## config.mk

```make
export PLATFORM = sky130hd
export DESIGN_NAME = note_draw_scheduler
export DESIGN_NICKNAME = d
export VERILOG_FILES = /design/src/rtl/note_draw_scheduler.sv
export SDC_FILE = /design/constraint.sdc
export NUM_CORES = 1
export LEC_CHECK = 0
export ABC_AREA = 1
export BUFFER_PORTS_ARGS = -buffer_cell sky130_fd_sc_hd__clkbuf_2
export CELL_PAD_IN_SITES_DETAIL_PLACEMENT = 1
export CELL_PAD_IN_SITES_GLOBAL_PLACEMENT = 1
export CORE_UTILIZATION = 40
export CTS_CLUSTER_SIZE = 14
export DETAILED_ROUTE_END_ITERATION = 8
export GPL_TIMING_DRIVEN = 0
export HOLD_SLACK_MARGIN = 0.1
export PLACE_DENSITY_LB_ADDON = 0.1
export SLEW_MARGIN = 30
export SYNTH_ARGS = -nofsm -noshare
export SYNTH_HDL_FRONTEND = slang
export SYNTH_SLANG_ARGS = --single-unit
export TNS_END_PERCENT = 10
```

## constraint.sdc

```tcl
create_clock -name clk -period 2 [get_ports clk]
set_input_delay 0.2 -clock clk [delete_from_list [all_inputs] [get_ports clk]]
set_output_delay 0.2 -clock clk [all_outputs]
set_load 0.01 [all_outputs]
```

## src/rtl/note_draw_scheduler.sv

```systemverilog
// Note-row redraw scheduler: on each accepted frame tick, paints ten 4x4
// squares, one pixel per cycle, coloured from the latched note sequences.
module note_draw_scheduler #(
    parameter logic [7:0] X_BASE = 8'd0,
    parameter logic [7:0] X_STEP = 8'd16,
    parameter logic [6:0] Y_ROW  = 7'd58
) (
    input  logic       clk,
    input  logic       reset,
    input  logic       tick,
    input  logic [9:0] red_sequence,
    input  logic [9:0] yellow_sequence,
    output logic [7:0] x,
    output logic [6:0] y,
    output logic [2:0] colour,
    output logic       plot,
    output logic       busy,
    output logic       done,
    output logic       overrun
);

    localparam logic [1:0] IDLE = 2'd0;
    localparam logic [1:0] DRAW = 2'd1;
    localparam logic [1:0] DONE = 2'd2;

    localparam int unsigned LAST_SLOT  = 9;
    localparam int unsigned LAST_PIXEL = 15;

    localparam logic [2:0] COL_RED    = 3'b100;
    localparam logic [2:0] COL_YELLOW = 3'b110;
    localparam logic [2:0] COL_BLANK  = 3'b000;

    logic [1:0] state, state_n;
    logic [3:0] slot, slot_n;
    logic [3:0] pixel, pixel_n;
    logic [9:0] red_q, red_n;
    logic [9:0] yel_q, yel_n;

    logic [7:0] x_n;
    logic [6:0] y_n;
    logic [2:0] colour_n;
    logic       plot_n, busy_n, done_n, overrun_n;

    // State, counters, latched sequences and registered outputs
    always_ff @(posedge clk or posedge reset) begin
        if (reset) begin
            state   <= IDLE;
            slot    <= 4'd0;
            pixel   <= 4'd0;
            red_q   <= 10'd0;
            yel_q   <= 10'd0;
            x       <= 8'd0;
            y       <= 7'd0;
            colour  <= 3'd0;
            plot    <= 1'b0;
            busy    <= 1'b0;
            done    <= 1'b0;
            overrun <= 1'b0;
        end else begin
            state   <= state_n;
            slot    <= slot_n;
            pixel   <= pixel_n;
            red_q   <= red_n;
            yel_q   <= yel_n;
            x       <= x_n;
            y       <= y_n;
            colour  <= colour_n;
            plot    <= plot_n;
            busy    <= busy_n;
            done    <= done_n;
            overrun <= overrun_n;
        end
    end

    // Next-state, counter advance and next pixel; outputs are computed from
    // the next counter values so the registered pixel lines up with state
    always_comb begin
        state_n   = state;
        slot_n    = slot;
        pixel_n   = pixel;
        red_n     = red_q;
        yel_n     = yel_q;
        x_n       = x;
        y_n       = y;
        colour_n  = colour;
        plot_n    = 1'b0;
        busy_n    = 1'b0;
        done_n    = 1'b0;
        overrun_n = 1'b0;

        case (state)
            IDLE: begin
                if (tick) begin
                    red_n   = red_sequence;
                    yel_n   = yellow_sequence;
                    slot_n  = 4'd0;
                    pixel_n = 4'd0;
                    state_n = DRAW;
                end
            end
            DRAW: begin
                overrun_n = tick;
                if (pixel == 4'(LAST_PIXEL)) begin
                    pixel_n = 4'd0;
                    if (slot == 4'(LAST_SLOT)) begin
                        state_n = DONE;
                    end else begin
                        slot_n = slot + 4'd1;
                    end
                end else begin
                    pixel_n = pixel + 4'd1;
                end
            end
            DONE: begin
                overrun_n = tick;
                state_n   = IDLE;
            end
            default: begin
                state_n = IDLE;
            end
        endcase

        plot_n = (state_n == DRAW);
        busy_n = (state_n == DRAW);
        done_n = (state_n == DONE);

        if (plot_n) begin
            x_n = X_BASE + 8'(slot_n) * X_STEP + 8'(pixel_n[1:0]);
            y_n = Y_ROW + 7'(pixel_n[3:2]);
            if (red_n[slot_n]) begin
                colour_n = COL_RED;
            end else if (yel_n[slot_n]) begin
                colour_n = COL_YELLOW;
            end else begin
                colour_n = COL_BLANK;
            end
        end
    end

endmodule

```

==> summary by stage <==
Status
The flow ran to the end, but the final reports show violations. The final reports fail on setup timing.

Placed design
The total placed cells including tap cells is 389. The wire-length estimate of the detail-placed layout is approximately 4.0 mm. The worst setup slack before clock tree synthesis is -0.3008 ns. The global placement routability congestion is 0.7095.

The cell area reported after detailed placement is 2634 sq um. The count of buffers inserted at the top-level ports is 40.

Yosys
The main combinational cell family by area after synthesis is simple AND/OR/NAND/NOR gates. The mean instance size in the synthesized netlist is about 8.5 sq um. The synthesized-area fraction occupied by adder cells is 0.02685. By area the synthesized netlist is led by sky130_fd_sc_hd__dfrtp_1 (48%), sky130_fd_sc_hd__nand2_1 (10%), sky130_fd_sc_hd__inv_1 (6.9%). The cell type with the highest aggregate area in the netlist is sky130_fd_sc_hd__dfrtp_1. The synthesized netlist occupies a cell area of around 2300 sq um. The fraction of synthesized cell area taken by the top area cell type is 0.4834. The synthesized design contains 45 register bits.

For this run, the number of Yosys warnings is 0. The number of unique standard cell types used by synthesis is 30. The complex-gate fraction of the synthesized area was 0.09237. Of the total synthesized cell area, the portion taken by AND, OR, NAND and NOR gates is 0.2497. Of the total synthesized cell area, the portion taken by XOR and XNOR cells is 0.007519. Of the synthesized area, sequential elements account for 0.4834. The multiplexer fraction of the synthesized cell area is 0.01450. Synthesis handed over a netlist of 274 instances.

Global route
The global-route wire length before repair is between 9 and 10 mm. The initial antenna violation count came to 0. Across every metal layer, demand over resource in global routing totals 0.2038.

After global routing the overflow that remains totals 0. Entering global routing, the biggest net connects 46 pins. The number of global-route vias before repair is 2080.

Routing
The wire length reported by the detailed router is about 6.2 mm. The number of antenna-violating nets in the routed design is 0. In the routed layout, each cell is associated on average with a via count of a little under 5. The first detailed-routing pass ran for 4 iterations. The average wire per cell in the routed design is 14.79 um. In the routed design, unresolved DRC markers number 0.

Summing over every cut layer, the via total after detailed routing is approximately 2000. The DRC violation total after the first TritonRoute iteration is 79.

Worst setup path
The kind of critical path is reg -> reg. STA classifies the critical path startpoint as a register. The worst setup path is captured at a register. The data required time at the worst endpoint is between 2 and 2.5 ns.

The data arrival time of the critical path is between 2 and 2.5 ns. The largest fanout on the critical path is 6.

Timing
The total setup violations reported at the end of the flow is 1. The worst hold slack after final layout is 0.1246 ns. Static timing analysis puts the maximum clock frequency at just under 0.5 GHz. Setup repair after global routing could not meet its margin everywhere.

At the pin with the least slew margin, the transition time is just under 0.6 ns. The worst-case setup margin in the final layout is -0.02391 ns. The number of hold-slack violations in the final timing report is 0. After layout, the minimum clock period comes to around 2.0 ns. The final clock period utilization by the worst path is 1.012. The final setup skew is 0.009159 ns. The number of max-slew violations in the final report is 0. The worst relative slew slack is 0.6153.

Layout
The layout filler cell count is approximately 680. The layout cell share with drive strength beyond 1 is 0.4277. The net count of the finished layout is approximately 370.

The signed area change from the synthesized netlist to the final layout is 35.45%. The finished layout holds ~420 standard cells, fillers aside. The finished cells cover 3156 sq um.

The number of antenna diodes in the final layout is 0.

CTS
The clock transition at the register clock pins on the worst setup and hold paths after CTS is approximately 0.090 ns. CTS placed an instance of sky130_fd_sc_hd__clkbuf_8 at the clock tree root. The clock tree from TritonCTS is built. The clock reaches the later pin of the worst-skew pair after slightly above 0.3 ns. CTS built an H-tree with a depth of 2. The longest clock path from root to sink contains 2 buffers. The number of clock sinks is 45.

TritonCTS created 5 clock buffers.

Hold path
In this run the worst hold path is classified as in -> reg.

Die
The die covers a little over 6000 sq um. The die width is roughly 80 um. The number of primary I/O pins is between 40 and 50.

Measured along the y axis, the die boundary spans 78.32 um. The core region is 5574 sq um. The initial utilization of the core area, before any placement, comes to 0.4180. The floorplan has 27 rows.

Flow run
The tool flagged a number of max-cap violations equal to 0.

Pwr
For this design the static power due to leakage is ~1.6 nW. The power density over the cells is roughly 1400 nW/um^2. VDD sags by at most between 0.6 and 0.7 mV.
[stage by stage]
| stage | TNS (ns) | util | total power [mW] |
|---|---|---|---|
| 6_report | -0.02391 | 0.5661 | 4.544 |
| 5_1_grt | -0.3044 | 0.5661 | 4.872 |
| 4_1_cts | -0.09852 | 0.5268 | 4.244 |
| 3_5_place_dp | -2.003 | 0.4725 | 3.268 |
| 3_3_place_gp | -1.494 | 0.4721 | 3.193 |
| 2_1_floorplan | 0 | - | 2.752 |
[final timing paths]
check                                start         to  slack (ns)  cells past startpoint
max in group asynchronous            reset    slot[0]        1.07                      3
setup / recovery                  pixel[0]  colour[2]       -0.02                     13
setup reg to reg                  pixel[0]  colour[2]       -0.02                     13
hold / removal             red_sequence[4]   red_q[4]        0.12                      3
hold reg to reg                       y[0]       y[0]        0.50                      2
min in group asynchronous            reset   red_q[5]        0.49                      3
[power breakdown]
part | switching [mW] | internal (mW)
clock | 0.342 | 0.374
combinational | 1.45 | 0.942
sequential | 0.171 | 1.26
total | 1.96 | 2.58
[placed cells by master, fill, tap and decap left out, drive strengths merged]
cell / count
nor3: 2
clkinv: 1
nor2: 12
a22o: 1
or2: 1
clkinvlp: 1
ha: 5
buf: 29
dfrtp: 45
inv: 53
bufinv: 1
mux2: 3
a21oi: 4
conb: 4
o21ai: 26
nand3: 30
xor2: 2
dlygate4sd3: 1
nand2: 74
o21a: 2
clkbuf: 48
a21o: 1
[cell type report]
cell class	count	area, sq um	share of cell area
buffer	12	97.59	0.03093
tap	72	90.09	0.02855
timing repair buffer	61	380.4	0.1205
clock inverter	3	46.29	0.01467
clock buffer	5	68.82	0.02181
inverter	53	216.5	0.06860
multi-input combinational	167	1129	0.3577
sequential	45	1127	0.3573
[Yosys cell counts, drive strengths merged]
library cell,n
nand2,73
o21ai,26
nor3,2
a22o,1
ha,5
conb,1
clkbuf,2
or2,1
buf,11
dfrtp,45
a21o,1
a21oi,4
nand3,30
inv,53
nor2,12
xor2,2
mux2,3
o21a,2
[worst max-delay path: stages (launching register included)]
cell and delay, ns:
sky130_fd_sc_hd__dfrtp_1 0.43, sky130_fd_sc_hd__ha_4 0.17, sky130_fd_sc_hd__nand2_4 0.07, sky130_fd_sc_hd__nor2_8 0.17
sky130_fd_sc_hd__nand2_4 0.10, sky130_fd_sc_hd__o21ai_4 0.15, sky130_fd_sc_hd__buf_12 0.16, sky130_fd_sc_hd__nand3_1 0.11
sky130_fd_sc_hd__nand3_2 0.12, sky130_fd_sc_hd__nand3_2 0.10, sky130_fd_sc_hd__nand3_2 0.10, sky130_fd_sc_hd__nand2_2 0.08
sky130_fd_sc_hd__nor2_2 0.10, sky130_fd_sc_hd__nor2_1 0.05
[routing by layer]
layer	up-vias	track usage	part of all wire	wire length [um]
met2	37	0.3798	0.55	3412
met1	983	0.2367	0.41	2507
met5	-	0	0	0
met3	12	0.03488	0.026	160
li1	976	-	-	-
met4	0	0.06111	0.017	104
[what timing repair did]
action	in CTS	in global routing
setup buffers	9	11
hold buffers	1	0
gates resized for setup	27	35
hold endpoints to repair	45	0
pin swaps	15	22
endpoints found under the setup margin	12	12
cloned	1	0
[sequential cells by signal, summed over array words and instances (netlist names)]
register  cells
busy          1
colour        2
done          1
overrun       1
pixel         4
red_q        10
slot          4
state         2
x             6
y             4
yel_q        10
[logic make-up (layout without fill, tap and decap cells)]
group                    after synthesis  in the layout
flip-flops                            45             45
buffers and inverters                 66            134
XOR/XNOR                               2              2
AO/OA/AOI/OAI                         34             34
adder cells (fa/ha/maj)                5              5
AND/OR/NAND/NOR                      118            119
multiplexers                           3              3
other                                  1              4
Power figures use the tool's default switching activity.
